===== config.mk =====
export PLATFORM = sky130hd
export DESIGN_NAME = writeback_arbiter
export DESIGN_NICKNAME = d
export VERILOG_FILES = /design/src/rtl/wb_pkg.sv /design/src/rtl/wb_chan_fifo.sv /design/src/rtl/writeback_arbiter.sv
export SDC_FILE = /design/constraint.sdc
export NUM_CORES = 1
export LEC_CHECK = 0
export BUFFER_PORTS_ARGS = -buffer_cell sky130_fd_sc_hd__buf_4
export CELL_PAD_IN_SITES_DETAIL_PLACEMENT = 0
export CELL_PAD_IN_SITES_GLOBAL_PLACEMENT = 2
export CORE_MARGIN = 2
export CORE_UTILIZATION = 25
export CTS_CLUSTER_DIAMETER = 150
export DETAILED_ROUTE_END_ITERATION = 8
export GPL_ROUTABILITY_DRIVEN = 0
export MAX_ROUTING_LAYER = met4
export PLACE_DENSITY = 0.63
export SYNTH_ARGS = -nofsm -noshare
export SYNTH_HDL_FRONTEND = slang
export SYNTH_SLANG_ARGS = --single-unit
export TNS_END_PERCENT = 30

===== constraint.sdc =====
create_clock -name clock -period 2.3 [get_ports clock]
set_input_delay 0.46 -clock clock [delete_from_list [all_inputs] [get_ports clock]]
set_output_delay 0.46 -clock clock [all_outputs]
set_load 0.02 [all_outputs]

===== src/rtl/wb_pkg.sv =====
// Shared defaults, arbitration-mode encodings and a constant-friendly log2
// helper for the writeback arbiter and its channel queues.
package wb_pkg;

  localparam int DEF_NUM_CH     = 3;
  localparam int DEF_DATA_W     = 32;
  localparam int DEF_ADDR_W     = 5;
  localparam int DEF_FIFO_DEPTH = 2;

  localparam int RR_MODE_FIXED = 0;
  localparam int RR_MODE_ROUND = 1;

  typedef enum logic {
    ARB_FIXED = 1'b0,
    ARB_ROUND = 1'b1
  } arb_mode_e;

  // Ceiling log2; returns 0 for values of 0 or 1.
  function automatic int wb_clog2(input int value);
    int result;
    result = 0;
    for (int v = value - 1; v > 0; v = v >> 1) begin
      result = result + 1;
    end
    return result;
  endfunction

endpackage


===== src/rtl/wb_chan_fifo.sv =====
// Per-channel writeback queue holding (address, data) pairs. Status flags come
// from the registered occupancy count only.
module wb_chan_fifo
  import wb_pkg::*;
#(
  parameter int DATA_W = DEF_DATA_W,
  parameter int ADDR_W = DEF_ADDR_W,
  parameter int DEPTH  = DEF_FIFO_DEPTH
) (
  input  logic              clock,
  input  logic              reset,
  input  logic              push,
  input  logic              pop,
  input  logic [ADDR_W-1:0] push_addr,
  input  logic [DATA_W-1:0] push_data,
  output logic              full,
  output logic              empty,
  output logic [ADDR_W-1:0] head_addr,
  output logic [DATA_W-1:0] head_data
);

  // A single-entry queue still needs a one-bit pointer to index storage.
  localparam int PTR_W = (DEPTH > 1) ? wb_clog2(DEPTH) : 1;
  localparam int CNT_W = wb_clog2(DEPTH + 1);

  logic [ADDR_W-1:0] mem_addr_q [DEPTH];
  logic [ADDR_W-1:0] mem_addr_d [DEPTH];
  logic [DATA_W-1:0] mem_data_q [DEPTH];
  logic [DATA_W-1:0] mem_data_d [DEPTH];
  logic [PTR_W-1:0]  wr_ptr_q, wr_ptr_d;
  logic [PTR_W-1:0]  rd_ptr_q, rd_ptr_d;
  logic [CNT_W-1:0]  count_q, count_d;

  function automatic logic [PTR_W-1:0] ptr_inc(input logic [PTR_W-1:0] ptr);
    return (ptr == PTR_W'(DEPTH - 1)) ? '0 : ptr + PTR_W'(1);
  endfunction

  assign full      = (count_q == CNT_W'(DEPTH));
  assign empty     = (count_q == '0);
  assign head_addr = mem_addr_q[rd_ptr_q];
  assign head_data = mem_data_q[rd_ptr_q];

  always_comb begin
    mem_addr_d = mem_addr_q;
    mem_data_d = mem_data_q;
    wr_ptr_d   = wr_ptr_q;
    rd_ptr_d   = rd_ptr_q;
    count_d    = count_q;
    if (push) begin
      mem_addr_d[wr_ptr_q] = push_addr;
      mem_data_d[wr_ptr_q] = push_data;
      wr_ptr_d             = ptr_inc(wr_ptr_q);
    end
    if (pop) begin
      rd_ptr_d = ptr_inc(rd_ptr_q);
    end
    // A simultaneous push and pop leaves occupancy unchanged.
    if (push && !pop) begin
      count_d = count_q + CNT_W'(1);
    end else if (pop && !push) begin
      count_d = count_q - CNT_W'(1);
    end
  end

  always_ff @(posedge clock or negedge reset) begin
    if (!reset) begin
      mem_addr_q <= '{default: '0};
      mem_data_q <= '{default: '0};
      wr_ptr_q   <= '0;
      rd_ptr_q   <= '0;
      count_q    <= '0;
    end else begin
      mem_addr_q <= mem_addr_d;
      mem_data_q <= mem_data_d;
      wr_ptr_q   <= wr_ptr_d;
      rd_ptr_q   <= rd_ptr_d;
      count_q    <= count_d;
    end
  end

endmodule


===== src/rtl/writeback_arbiter.sv =====
// Merges several functional-unit writeback streams into one registered
// register-file write port, one write per cycle, fixed or round-robin priority.
module writeback_arbiter
  import wb_pkg::*;
#(
  parameter int NUM_CH     = DEF_NUM_CH,
  parameter int DATA_W     = DEF_DATA_W,
  parameter int ADDR_W     = DEF_ADDR_W,
  parameter int FIFO_DEPTH = DEF_FIFO_DEPTH,
  parameter int RR_MODE    = RR_MODE_FIXED
) (
  input  logic                         clock,
  input  logic                         reset,
  input  logic [NUM_CH-1:0]            in_valid,
  output logic [NUM_CH-1:0]            in_ready,
  input  logic [NUM_CH-1:0]            in_writereg,
  input  logic [NUM_CH*ADDR_W-1:0]     in_regdest,
  input  logic [NUM_CH*DATA_W-1:0]     in_wbvalue,
  output logic                         wb_reg_en,
  output logic [ADDR_W-1:0]            wb_reg_addr,
  output logic [DATA_W-1:0]            wb_reg_data,
  output logic [wb_clog2(NUM_CH)-1:0]  wb_grant_ch
);

  localparam int CH_W = wb_clog2(NUM_CH);
  localparam arb_mode_e ARB_MODE = (RR_MODE == RR_MODE_ROUND) ? ARB_ROUND : ARB_FIXED;

  logic [NUM_CH-1:0] fifo_full;
  logic [NUM_CH-1:0] fifo_empty;
  logic [NUM_CH-1:0] push;
  logic [NUM_CH-1:0] pop;
  logic [ADDR_W-1:0] head_addr [NUM_CH];
  logic [DATA_W-1:0] head_data [NUM_CH];

  logic              grant_found;
  logic [CH_W-1:0]   grant_idx;

  logic              en_q, en_d;
  logic [ADDR_W-1:0] addr_q, addr_d;
  logic [DATA_W-1:0] data_q, data_d;
  logic [CH_W-1:0]   grant_ch_q, grant_ch_d;
  logic [CH_W-1:0]   last_grant_q, last_grant_d;

  assign in_ready = ~fifo_full;

  // Writes that would not touch the register file are accepted and dropped.
  for (genvar i = 0; i < NUM_CH; i++) begin : g_chan
    logic [ADDR_W-1:0] ch_addr;
    assign ch_addr = in_regdest[i*ADDR_W +: ADDR_W];
    assign push[i] = in_valid[i] & ~fifo_full[i] & in_writereg[i] & (ch_addr != '0);

    wb_chan_fifo #(
      .DATA_W (DATA_W),
      .ADDR_W (ADDR_W),
      .DEPTH  (FIFO_DEPTH)
    ) u_fifo (
      .clock     (clock),
      .reset     (reset),
      .push      (push[i]),
      .pop       (pop[i]),
      .push_addr (ch_addr),
      .push_data (in_wbvalue[i*DATA_W +: DATA_W]),
      .full      (fifo_full[i]),
      .empty     (fifo_empty[i]),
      .head_addr (head_addr[i]),
      .head_data (head_data[i])
    );
  end

  always_comb begin
    int cand;
    grant_found = 1'b0;
    grant_idx   = '0;
    cand        = 0;
    for (int off = 0; off < NUM_CH; off++) begin
      if (ARB_MODE == ARB_ROUND) begin
        cand = (int'(last_grant_q) + 1 + off) % NUM_CH;
      end else begin
        cand = off;
      end
      if (!grant_found && !fifo_empty[cand]) begin
        grant_found = 1'b1;
        grant_idx   = CH_W'(cand);
      end
    end
  end

  always_comb begin
    pop = '0;
    for (int i = 0; i < NUM_CH; i++) begin
      pop[i] = grant_found && (grant_idx == CH_W'(i));
    end
  end

  always_comb begin
    en_d         = 1'b0;
    addr_d       = '0;
    data_d       = '0;
    grant_ch_d   = '0;
    last_grant_d = last_grant_q;
    if (grant_found) begin
      en_d         = 1'b1;
      addr_d       = head_addr[grant_idx];
      data_d       = head_data[grant_idx];
      grant_ch_d   = grant_idx;
      last_grant_d = grant_idx;
    end
  end

  // Reset points last_grant at the top channel so round robin starts at ch0.
  always_ff @(posedge clock or negedge reset) begin
    if (!reset) begin
      en_q         <= 1'b0;
      addr_q       <= '0;
      data_q       <= '0;
      grant_ch_q   <= '0;
      last_grant_q <= CH_W'(NUM_CH - 1);
    end else begin
      en_q         <= en_d;
      addr_q       <= addr_d;
      data_q       <= data_d;
      grant_ch_q   <= grant_ch_d;
      last_grant_q <= last_grant_d;
    end
  end

  assign wb_reg_en   = en_q;
  assign wb_reg_addr = addr_q;
  assign wb_reg_data = data_q;
  assign wb_grant_ch = grant_ch_q;

endmodule


# After elaboration in Yosys (flattened, before gate mapping)
# Cells that the tools add are included.
# word_totals
reg_bits,274
input_bits,119
out_inout_bits,43
# classes
n_addsub,12
order_cmp,10
eq_ne,5
n_mux,63
bitwise_logic,20
reduce_logical,33
# ops
op,n
$mux 32,15
$bwmux 64,3
$demux 32 s1,3
$mux 5,15
$bmux 32 s2,1
$bwmux 10,3
$mux 2,8
$demux 5 s1,3
$reduce_bool 5->1,3
$logic_and 1x1->1,14
$ge 2x2->1 const B,6
$not 1->2,6
$mux 1,11
$bmux 5 s2,1
$and 1x1->1,9
$logic_not 1->1,9
$eq 2x2->1 const B,4
$logic_not 2->1,4
$add 1x1->1 const B,6
$add 2x1->2 const B,3
$lt 2x1->1 const B,3
$reduce_bool 2->1,3
$sub 2x1->2 const B,3
$ge 3x3->1 const B,1
4 further kinds,6

# Logic depth before layout (Yosys ltp)
# Gate-level depths: netlist (run 1).
# depth
word_depth,12
depth_mapped,8

# By module
# From an unflattened synthesis (run 1), not the netlist that was laid out.
# hier_totals
cells_unflattened,860
area_unflattened_um2,12670.9
# modules_own_cells
module,instances,cells_each,area_per_inst_um2
wb_chan_fifo,3,212,3533.4
writeback_arbiter,1,224,2070.7

# Least setup slack after synthesis (run 1)
# No wires, ideal clock.
# synth_timing
path_type,register to register
start,register g_chan[0].u_fifo.count_q[1]
end,register g_chan[2].u_fifo.count_q[1]
arrival_ns,2.024
t_required_ns,2.221
path_slack_ns,0.197
path_stages_with_launch,8
synth_period_minus_slack_ns,2.103
path_cell_list,dfrtp_1 -> nor4_2 -> o21ai_1 -> clkbuf_1 -> ha_1 -> xor2_1 -> nor2_1 -> xor2_1
# synth_between
elab_chain_cells,11
elab_cells_between_ends,16
# synth_lines
item,line,rtl
start: declaration,wb_chan_fifo.sv:32,"logic [CNT_W-1:0] count_q, count_d;"
start signal: assignment,wb_chan_fifo.sv:77,count_q <= count_d;
$logic_not 2->1 (*),wb_chan_fifo.sv:39,assign empty = (count_q == '0);
$mux 1 or $logic_and 1x1->1 (tied branches),writeback_arbiter.sv:81,if (!grant_found && !fifo_empty[cand]) begin
$mux 1,writeback_arbiter.sv:81,
$logic_not 1->1,writeback_arbiter.sv:81,
$logic_and 1x1->1,writeback_arbiter.sv:81,
$mux 2,writeback_arbiter.sv:81,
$eq 2x2->1,writeback_arbiter.sv:91,pop[i] = grant_found && (grant_idx == CH_W'(i));
$logic_and 1x1->1 (*),writeback_arbiter.sv:91,
$logic_not 1->1,wb_chan_fifo.sv:58,if (push && !pop) begin
$logic_and 1x1->1,wb_chan_fifo.sv:58,
$mux 2 or $reduce_bool 2->1 (tied branches),n/a,
end signal: assignment,wb_chan_fifo.sv:77,
end: declaration,wb_chan_fifo.sv:32,
# Every way passes the cells marked *; elsewhere a longest branch is shown, timed or not.
# A chain may end at the register's enable or synchronous reset.

# Worst setup path in the final report (run 1)
# layout_timing
start,register g_chan[0].u_fifo.count_q[0]
end,register g_chan[0].u_fifo.mem_data_q[25] in the netlist's numbering
# layout_between
elab_chain_cells,5
# layout_lines
item,line,rtl
$eq 2x2->1,wb_chan_fifo.sv:38,assign full = (count_q == CNT_W'(DEPTH));
$not 1->1,writeback_arbiter.sv:50,assign push[i] = in_valid[i] & ~fifo_full[i] & in_writereg[i] & (ch_addr != '0);
$and 1x1->1 (3 in a row),writeback_arbiter.sv:50,
end signal: assignment,wb_chan_fifo.sv:74,mem_data_q <= mem_data_d;
end: declaration,wb_chan_fifo.sv:28,logic [DATA_W-1:0] mem_data_q [DEPTH];
# No other way between the ends.

==> results of run 1 <==
-- power breakdown --
group / total [W] / switching [W] / internal (W) / leakage, nW
Sequential: 0.00864 / 0.00132 / 0.00732 / 3.26
Combinational: 0.00883 / 0.00395 / 0.00489 / 3.01
Clock: 0.00507 / 0.00201 / 0.00307 / 0.525
Total: 0.0225 / 0.00727 / 0.0153 / 6.80
-- cells in the final DEF, fill, tap and decap left out --
master / n
o2111a_2: 1
xor2_1: 8
diode_2: 2
inv_6: 2
nand3_1: 2
buf_12: 15
nor4_4: 1
buf_8: 1
a21oi_1: 22
o21ai_4: 1
or3_2: 2
mux2i_1: 89
buf_4: 181
nand2_1: 3
clkbuf_8: 5
nor3b_2: 2
mux2_2: 251
clkbuf_1: 9
nand2_2: 1
ha_1: 3
nor2b_4: 1
nor2_1: 9
xnor2_1: 5
dlygate4sd3_1: 1
inv_1: 2
o21a_2: 1
nand2b_1: 3
clkinv_2: 6
mux2_4: 30
o21ai_0: 24
dfrtp_2: 3
o22ai_1: 15
clkbuf_16: 35
or4_1: 3
bufinv_16: 1
dfrtp_1: 271
-- worst max-delay path, delay by kind of cell, from the launching register on --
| kind | cells | cell delay, ps |
|---|---|---|
| buf+inv | 1 | 350 |
| simple gates | 3 | 680 |
| mux | 1 | 370 |
| flops | 1 | 470 |
-- cell usage after synthesis --
library cell / n / share of area, %
a21oi_1: 22 / 0.92
buf_12: 4 / 0.67
buf_2: 20 / 0.84
buf_4: 7 / 0.44
clkbuf_1: 17 / 0.53
dfrtp_1: 274 / 57
ha_1: 3 / 0.31
inv_1: 2 / 0.063
mux2_2: 251 / 24
mux2_4: 30 / 3.8
mux2i_1: 89 / 7.4
nand2_1: 3 / 0.094
nand2_2: 1 / 0.052
nand2b_1: 3 / 0.16
nand3_1: 2 / 0.084
nor2_1: 9 / 0.28
nor2b_4: 1 / 0.11
nor3b_1: 2 / 0.13
nor4_2: 1 / 0.10
o2111a_2: 1 / 0.10
o21a_1: 1 / 0.063
o21ai_0: 24 / 1.0
o21ai_1: 1 / 0.042
o22ai_1: 15 / 0.78
or3_1: 2 / 0.10
or4_1: 3 / 0.19
xnor2_1: 5 / 0.37
xor2_1: 8 / 0.58
-- stage by stage --
step,hold slack (ps),total power [W],cell area [µm²],worst slack [ps]
final,188,0.0225,15200,282
after detailed placement,384,0.0177,14200,56.5
after global placement,383,0.0176,14200,75.6
after floorplan,164,0.0144,12000,197
after CTS,154,0.0230,15200,254
after global routing,163,0.0240,15200,157
-- path summary, 6_finish.rpt --
path                                                 start                         endpoint  cells after the start
setup / recovery               g_chan[0].u_fifo.count_q[0]  g_chan[0].u_fifo.mem_data_q[25]                      5
hold / removal                              in_wbvalue[56]  g_chan[1].u_fifo.mem_data_q[56]                      2
setup reg to reg               g_chan[0].u_fifo.count_q[0]  g_chan[0].u_fifo.mem_data_q[25]                      5
hold reg to reg            g_chan[2].u_fifo.mem_data_q[18]  g_chan[2].u_fifo.mem_data_q[18]                      1
max in group asynchronous                            reset                  wb_reg_data[29]                      3
min in group asynchronous                            reset  g_chan[1].u_fifo.mem_data_q[36]                      2
-- sequential cells by signal, summed over array words and instances, names as in the netlist --
signal                    cells
g_chan.u_fifo.mem_data_q    192
wb_reg_data                  32
g_chan.u_fifo.mem_addr_q     30
g_chan.u_fifo.count_q         6
wb_reg_addr                   5
g_chan.u_fifo.rd_ptr_q        3
g_chan.u_fifo.wr_ptr_q        3
wb_grant_ch                   2
wb_reg_en                     1
-- layer usage --
metal / wire length, µm / track usage [%]
met1: 15500 / 18.4
met2: 14200 / 19.6
met3: 1230 / 2.73
met4: 688 / 3.68
met5: 0 / -
-- logic make-up (layout without fill, tap and decap cells) --
kind of cell / Yosys count / after routing / share of synthesized area (%)
other cells: 0 / 2 / 0
simple gates: 27 / 27 / 1.30
mux: 370 / 370 / 34.8
compound gates: 64 / 64 / 2.91
fa+ha+maj: 3 / 3 / 0.313
flops: 274 / 274 / 57.2
buf+inv: 50 / 258 / 2.54
xor+xnor: 13 / 13 / 0.950
-- cell type report --
type	count	share of cell area, %
sequential	274	45.0
multi-input combinational	477	31.9
timing repair buffer	198	11.1
clock buffer	49	6.42
tap	615	5.05
clock inverter	9	0.509
inverter	2	0.0493
antenna	2	0.0328
==> summary.md, run 1 <==
| Metric | Value |
|---|---|
| Status | completed |
| Via count | 6946 |
| Full die area | 49700 µm² |
| Core ar. | 47500 µm² |
| Post-detailed-route count of antenna-violating nets | 0 |
| CP Data Required Time | 2680 ps |
| CTS tree | done |
| Post-synth cell types | 28 |
| Post-DP HPWL | 22000 µm |
| Die X | 223 µm |
| GRT Resource Usage Total | 13.3% |
| Hold Buf Count CTS | 1 |
| Deepest clock path buffer count | 3 |
| Multi-input gate area | 4860 µm² |
| Largest net degree at the start of global routing | 76 |
| Slowest stage cell, crit path | dfrtp_1 |
| CTS root buf | clkbuf_16 |
| Hold Violations, Final | 0 |
| Crit path cell chain | nand2b_1, nand3_1, nor3b_2, buf_4, mux2_2 |
| Layout cell share with drive strength beyond 1 | 53.5% |
| CTS buffer count | 35 |
| H-tree Lvls | 2 |
| Max-slew violations | 0 |
| Initial core utilization | 25.2% |
| Die Ht | 223 µm |
| Overflow after GRT | 0 |
| Yosys Warn Count | 0 |
| Avg Synthesized Cell Area | 15.0 µm² |
| Critical setup path kind | flop to flop |
| Netlist Area Pre-Place | 12000 µm² |
| Tcrit/Tclk final | 87.8% |
| Post-route minimum period | 2020 ps |
| Syn Inst Count | 801 |
| FILL cells | 4686 |
| Cell area power density | 1480 nW/µm² |
| Slew margin rel. | 61.6% |
| VDD IR max | 0.488 mV |
| Number of global-route vias before repair | 7596 |
| Sum Neg Setup Slack | 0 ps |
| WL/cell | 19.4 µm |
| Startpoint class of the critical path | flop |
| Synth Net Count | 923 |
| DRC viols | 0 |
| Placed Instances | 1565 |
| TritonCTS sink count | 274 |
| HP Class | input pin to flop |
| Util after Layout | 32.1% |
| First-pass GRT wire length | 48300 µm |
| Final setup fails | 0 |
| Seq/Total Area, Yosys | 57.2% |
| Total wire length | 31600 µm |
| Cell Rows | 80 |
| Max-Cap Viols | 0 |
| Buffers inserted by post-CTS timing repair | 0 |
| DRT Pass-1 Iters | 4 |
| RSZ-0062 raised after global routing | no |
| Initial antenna violation count | 2 |
| Post_cts resized | 0 |
| Worst R2R Setup Slack | 280 ps |
| Post-route insts no fill | 1626 |
| Nets | 1110 |
| Register cell area after layout | 6860 µm² |
| Skew-Pair Late Insertion Delay | 510 ps |
| Port Buffers | 161 |
| First DRT Iteration DRCs | 209 |
| Peak fanout along the critical path | 15 |
| Synthesized flop and latch total | 274 |
| Achievable Freq | 0.495 GHz |
| Worst-Margin Slew | 576 ps |
| Area grow syn2layout | 27.2% |
| Static Leak | 6.80 nW |
| CP endpoint kind | flop |
| Data arrival, critical path | 2400 ps |
| Reg clk slew, reported paths | 60 ps |
| IO Count | 162 |
| Fin Clk Skew | 18.1 ps |
| DR vias/cell | 4.27 |
| Largest stage delay, worst path | 470 ps |
Note: power is estimated with default switching activity, not from simulation.
==> run 2: changes to the inputs <==
CTS_BUF_LIST = sky130_fd_sc_hd__clkbuf_4   (was default)
REMOVE_ABC_BUFFERS = 1   (was default)
==> run 2 against run 1 <==
- worst setup slack got worse by 150 ps
- design area increased by 7.7%
- worst hold slack got worse by 34 ps
- highest routed layer unchanged
- maximum frequency decreased by 6.8%
- critical path depth decreased by 3
- first-iteration DRC count decreased by 0.96%
==> summary.md, run 2 (synthesis results as in run 1) <==
| Metric | Value |
|---|---|
| Status | completed |
| Achievable Freq | 0.462 GHz (-6.8%) |
| Post-detailed-route count of antenna-violating nets | 0 (unchanged) |
| Design Power | 0.0220 W (-2.3%) |
| Overflow after GRT | 0 (unchanged) |
| Cell family with most CP delay | flip-flops |
| Post-route minimum period | 2170 ps (+147 ps) |
| Worst-Margin Slew | 612 ps (+36.3 ps) |
| Post_cts resized | 0 (unchanged) |
| Largest net degree at the start of global routing | 71 (-6.6%) |
| Skew-Pair Late Insertion Delay | 800 ps (+290 ps) |
| Slowest stage cell, crit path | dfrtp_1 |
| HP Class | input pin to flop |
| Placed Instances | 1564 (-0.064%) |
| Initial core utilization | 25.2% (unchanged) |
| Cell area power density | 1340 nW/µm² (-9.3%) |
| RSZ-0062 raised after global routing | no |
| Via count | 7779 (+12%) |
| Largest register FFs | 192 (unchanged) |
| GRT Resource Usage Total | 13.7% (+0.46 points) |
| TritonCTS sink count | 274 (unchanged) |
| Number of global-route vias before repair | 8590 (+13%) |
| Global route hottest layer | met2 |
| Full die area | 49700 µm² (unchanged) |
| Buffers & Inverters on Critical Path | 1 (unchanged) |
| Tcrit/Tclk final | 94.2% (+6.4 points) |
| Nets | 1267 (+14%) |
| Area grow syn2layout | 36.9% |
| DRC viols | 0 (unchanged) |
| Cell Rows | 80 (unchanged) |
| First-pass GRT wire length | 50000 µm (+3.6%) |
| Max-slew violations | 0 (unchanged) |
| Port Buffers | 161 (unchanged) |
| Max-Cap Viols | 0 (unchanged) |
| Hold Violations, Final | 0 (unchanged) |
| Crit path cell chain | nand2b_1, buf_4 |
| DR vias/cell | 4.26 (-0.16%) |
| Data arrival, critical path | 1710 ps (-690 ps) |
| Most frequent cells in the layout | dfrtp_1 (271), mux2_2 (251), buf_4 (177), clkbuf_4 (119), dlygate4sd3_1 (113) |
| Peak fanout along the critical path | 5 (-10) |
| FILL cells | 4709 (+0.49%) |
| Initial antenna violation count | 2 (unchanged) |
| H-tree Lvls | 3 (+1) |
| CTS tree | done |
| Met3 GRT Util | 3.29% (+0.57 points) |
| CP Data Required Time | 1840 ps (-840 ps) |
| GR Layer Usage met1 | 17.7% (-0.71 points) |
| CP endpoint kind | output port |
| Biggest register | g_chan.u_fifo.mem_data_q |
| Register cell area after layout | 6870 µm² (about the same) |
| Placed Area | 14200 µm² (+0.25%) |
| Die X | 223 µm (unchanged) |
| CTS root buf | clkbuf_4 |
| Commonest non-fill, non-tap cell in the layout | dfrtp_1 |
| Die Ht | 223 µm (unchanged) |
| Reg clk slew, reported paths | 70 ps (about the same) |
| Total wire length | 32100 µm (+1.7%) |
| Fin Clk Skew | 70.8 ps (+52.7 ps) |
| WL/cell | 17.6 µm (-9.4%) |
| Largest stage delay, worst path | 460 ps (about the same) |
| Final Instance Area | 16400 µm² (+7.7%) |
| Sum Neg Setup Slack | 0 ps (unchanged) |
| M2 GR Usage | 20.8% (+1.2 points) |
| Post-route insts no fill | 1824 (+12%) |
| Deepest clock path buffer count | 3 (unchanged) |
| First DRT Iteration DRCs | 207 (-0.96%) |
| Multi-input gate area | 4860 µm² (unchanged) |
| CTS buffer count | 81 (+130%) |
| Core ar. | 47500 µm² (unchanged) |
| Startpoint class of the critical path | flop |
| Static Leak | 7.39 nW (+8.7%) |
| Layout cell share with drive strength beyond 1 | 51.0% (-2.5 points) |
| Slew margin rel. | 59.2% (-2.4 points) |
| Final setup fails | 0 (unchanged) |
| DRT Pass-1 Iters | 4 (unchanged) |
| IO Count | 162 (unchanged) |
| VDD IR max | 0.457 mV (-6.5%) |
| Util after Layout | 34.5% (+2.5 points) |
| Post-DP HPWL | 21400 µm (-2.8%) |
| Critical setup path kind | flop to output port |
[run 2: changes by cell type in the layout (fill, tap and decap cells not counted), moves of 3 or more]
cell / before / now
dlygate4sd3_1: 1 / 113
buf_4: 181 / 177
clkbuf_8: 5 / 0
clkbuf_1: 9 / 0
buf_12: 15 / 18
clkinv_1: 0 / 19
clkbuf_16: 35 / 0
inv_2: 0 / 3
clkinv_2: 6 / 1
clkbuf_4: 0 / 119
[run 2: worst min-delay path, cell delays in order]
cell and delay [ps]:
buf_4 110, nand3_1 140, o21ai_0 90, nand2_1 60
[run 2: layout make-up]
| type | instances | share of cell area (%) |
|---|---|---|
| clock buffers | 119 | 5.44 |
| inverters | 2 | 0.0457 |
| diodes | 2 | 0.0305 |
| clock inverters | 26 | 1.08 |
| repair buffers | 309 | 17.3 |
| flip-flops and latches | 274 | 41.8 |
| well taps | 615 | 4.69 |
| multi-input cells | 477 | 29.6 |
[run 2: per-layer routing]
metal | vias up | wire length [µm]
met3 | 46 | 1320
met2 | 158 | 15000
li1 | 3642 | -
met4 | 0 | 630
met5 | - | 0
met1 | 3933 | 15200
[run 2: path summary, 6_finish.rpt]
kind                       depth (start not counted)                         endpoint  slack (ps)                            start
max in group asynchronous                          3  g_chan[0].u_fifo.mem_data_q[31]        1270                            reset
setup reg to reg                                   5  g_chan[0].u_fifo.mem_data_q[36]         210      g_chan[0].u_fifo.count_q[0]
hold / removal                                     4        g_chan[1].u_fifo.wr_ptr_q         150                      in_valid[1]
min in group asynchronous                          2  g_chan[2].u_fifo.mem_data_q[38]         260                            reset
setup / recovery                                   2                      in_ready[2]         130      g_chan[2].u_fifo.count_q[0]
hold reg to reg                                    1  g_chan[2].u_fifo.mem_data_q[14]         500  g_chan[2].u_fifo.mem_data_q[14]
[run 2: power breakdown]
part | leakage [nW] | switching [W] | internal, W | total [W]
Clock | 0.636 | 0.00212 | 0.00270 | 0.00482
Combinational | 3.49 | 0.00349 | 0.00498 | 0.00847
Sequential | 3.26 | 0.00142 | 0.00733 | 0.00874
[run 2: timing repair]
item / 4_1_cts / 5_1_grt
buffers inserted: 0 / 0
hold endpoints to repair: 285 / 0
hold buffers: 113 / 0
[run 2: metrics by stage]
step                      setup WS, ps  hold WS, ps
after floorplan                  -1870          164
after global placement            53.5          479
after detailed placement          57.7          482
after CTS                         5.55         11.9
after global routing              17.1         74.0
final                              134          154
==> run 3: changes to the inputs <==
CORE_ASPECT_RATIO = 2   (was default)
RECOVER_POWER = 100   (was default)
==> run 3 against run 2 <==
- the flow now finishes with violations (max-capacitance violations, max-slew violations)
- first-iteration DRC count increased by 21%
- global-route usage increased by 1.2 points
- maximum frequency decreased by 1.0%
- design area decreased by 2.7%
- non-clock buffer count increased by 13
- die area increased by 0.21%
- critical path depth increased by 6
==> summary.md, run 3 (synthesis results as in run 1) <==
| Metric | Value |
|---|---|
| Status | complete, but fails checks |
| Failing checks | max-capacitance violations, max-slew violations |
| CTS root buf | clkbuf_4 |
| Final Instance Area | 16000 µm² (-2.7%) |
| TritonCTS sink count | 274 (unchanged) |
| VDD IR max | 0.381 mV (-17%) |
| Overflow after GRT | 0 (unchanged) |
| Layout cell share with drive strength beyond 1 | 44.6% (-6.5 points) |
| Reg2reg end | g_chan[1].u_fifo.mem_data_q[38] |
| GRT Resource Usage Total | 14.9% (+1.2 points) |
| Nets | 1269 (+0.16%) |
| Static Leak | 7.05 nW (-4.6%) |
| Flop pwr share | 41.3% (+1.6 points) |
| Reg clk slew, reported paths | 60 ps (about the same) |
| CP Data Required Time | 2900 ps (+1060 ps) |
| Most frequent cells in the layout | dfrtp_1 (271), mux2_2 (247), buf_4 (134), dlygate4sd3_1 (112), clkbuf_4 (107) |
| Die X | 159 µm (-29%) |
| Slew margin rel. | -15.6% (-75 points) |
| Worst-Margin Slew | 1730 ps (+1120 ps) |
| Hold Violations, Final | 0 (unchanged) |
| Initial antenna violation count | 4 (+2) |
| Largest net degree at the start of global routing | 65 (-8.5%) |
| DRC viols | 0 (unchanged) |
| Via count | 7835 (+0.72%) |
| WHS Endpoint | g_chan[0].u_fifo.wr_ptr_q |
| Switch share | 33.1% (+1.2 points) |
| Clock network power share | 20.1% (-1.8 points) |
| Reg2Reg Launch Point | g_chan[1].u_fifo.count_q[0] |
| CP endpoint kind | flop |
| Critical setup path kind | input pin to flop |
| First-pass GRT wire length | 53700 µm (+7.3%) |
| IO Count | 162 (unchanged) |
| Cell area power density | 1320 nW/µm² (-2.0%) |
| Post-route insts no fill | 1822 (-0.11%) |
| Area grow syn2layout | 33.2% |
| CP most frequent cell | clkbuf_4 |
| Largest register FFs | 192 (unchanged) |
| DR vias/cell | 4.30 (+0.83%) |
| Post-DP HPWL | 23800 µm (+11%) |
| Data arrival, critical path | 2780 ps (+1070 ps) |
| Largest stage delay, worst path | 540 ps (+80 ps) |
| Hold path depth | 5 (+1) |
| WL/cell | 19.2 µm (+8.9%) |
| Worst R2R Setup Slack | 170 ps (-40 ps) |
| Initial core utilization | 25.3% (+0.097 points) |
| Total wire length | 35000 µm (+8.8%) |
| Final setup fails | 0 (unchanged) |
| Placed Instances | 1595 (+2.0%) |
| Sw Pwr | 0.00695 W (-1.1%) |
| Cell Rows | 113 (+41%) |
| Biggest register | g_chan.u_fifo.mem_data_q |
| Crit path cell chain | dlygate4sd3_1, clkbuf_4, or4_1, nor2_1, clkbuf_1, nor3b_2, clkbuf_4, mux2_2 |
| Hold Path Origin | in_valid[0] |
| Full die area | 49800 µm² (+0.21%) |
| Skew-Pair Late Insertion Delay | 760 ps (-40 ps) |
| CTS buffer count | 70 (-14%) |
| Core ar. | 47400 µm² (-0.38%) |
| Placed Area | 14300 µm² (+0.80%) |
| First DRT Iteration DRCs | 250 (+21%) |
| Port Buffers | 161 (unchanged) |
| Max-Cap Viols | 1 (+1) |
| Number of global-route vias before repair | 8906 (+3.7%) |
| Tcrit/Tclk final | 95.1% (+0.97 points) |
| CTS tree | done |
| Buffers inserted by post-CTS timing repair | 0 (unchanged) |
| Startpoint class of the critical path | input pin |
| H-tree Lvls | 3 (unchanged) |
| Internal | 0.0140 W (-6.4%) |
| Gate power share | 38.7% (+0.3 points) |
| Die Ht | 314 µm (+41%) |
| RSZ-0062 raised after global routing | no |
| Post-detailed-route count of antenna-violating nets | 0 (unchanged) |
| DRT Pass-1 Iters | 4 (unchanged) |
| Deepest clock path buffer count | 3 (unchanged) |
| Achievable Freq | 0.457 GHz (-1.0%) |
| Peak fanout along the critical path | 20 (+15) |
| Commonest non-fill, non-tap cell in the layout | dfrtp_1 |
| Max-slew violations | 61 (+61) |
| Worst r2r path cells | 6 (+1) |
| HP Class | input pin to flop |
| Post-route minimum period | 2190 ps (+22.2 ps) |
| Fin Clk Skew | 54.2 ps (-16.6 ps) |
| FILL cells | 4781 (+1.5%) |
| Slowest stage cell, crit path | dlygate4sd3_1 |
run 3: changes by cell type in the layout (fill, tap and decap cells not counted), moves of 2 or more:
cell,delta
clkbuf_1,+50
buf_4,-43
mux2_1,+30
mux2_4,-26
clkinv_1,-16
clkbuf_4,-12
clkbuf_2,+5
mux2_2,-4
buf_12,-3
diode_2,+3
inv_2,-2
run 3: area by class of cell:
cell class              count  area (µm²)  share of cell area, %
diodes                      5        12.5                 0.0784
well taps                 632         791                   4.95
clock inverters             7        80.1                  0.502
flip-flops and latches    274        6870                   43.0
multi-input cells         477        4750                   29.7
repair buffers            322        2690                   16.8
clock buffers             103         773                   4.84
inverters                   2        7.51                 0.0470
run 3: worst max-delay path by stage:
stage	from	to	slack [ps]
6_report	in_regdest[0]	g_chan[0].u_fifo.mem_data_q[4]	110
5_1_grt	g_chan[1].u_fifo.count_q[0]	g_chan[1].u_fifo.mem_data_q[17]	60
4_1_cts	g_chan[1].u_fifo.count_q[0]	in_ready[1]	80
3_5_place_dp	in_regdest[5]	g_chan[1].u_fifo.mem_data_q[39]	30
3_3_place_gp	in_regdest[5]	g_chan[1].u_fifo.mem_data_q[54]	20
2_1_floorplan	g_chan[1].u_fifo.count_q[0]	g_chan[1].u_fifo.mem_addr_q[0]	-1870
run 3: what timing repair did:
action                    4_1_cts  5_1_grt
hold buffers                  112        0
gates resized for setup         0        0
hold endpoints to repair      278        0
run 3: metrics by stage:
step	hold WS (ps)	total power, W	setup slack [ps]	util [%]	setup TNS, ps
finish	202	0.0210	112	33.7	0
detailed placement	476	0.0176	32.6	30.2	0
floorplan	164	0.0143	-1870	-	-187480
CTS	93.3	0.0221	79.5	34.4	0
global placement	470	0.0174	16.4	30.2	0
global route	170	0.0226	61.5	33.7	0
run 3: power by group through the flow:
stage	logic (W)	clock network (W)	registers, W
4_1_cts	0.00896	0.00445	0.00874
3_5_place_dp	0.00877	0	0.00881
3_3_place_gp	0.00864	0	0.00872
6_report	0.00812	0.00421	0.00866
5_1_grt	0.00887	0.00468	0.00900
2_1_floorplan	0.00531	0	0.00901
run 3: per-layer routing:
layer  vias to the layer above  routed length (µm)  track usage, %
met5                         -                   0               -
met4                         0                1030            6.26
met3                        60                1270            3.15
met2                       189               19600            27.7
met1                      3981               13100            15.1
li1                       3605                   -               -
run 3: critical path, delay by kind of cell:
family                 cells  cell delay, ps
and+or+nand+nor            3             810
buffers and inverters      4            1170
muxes                      1             340
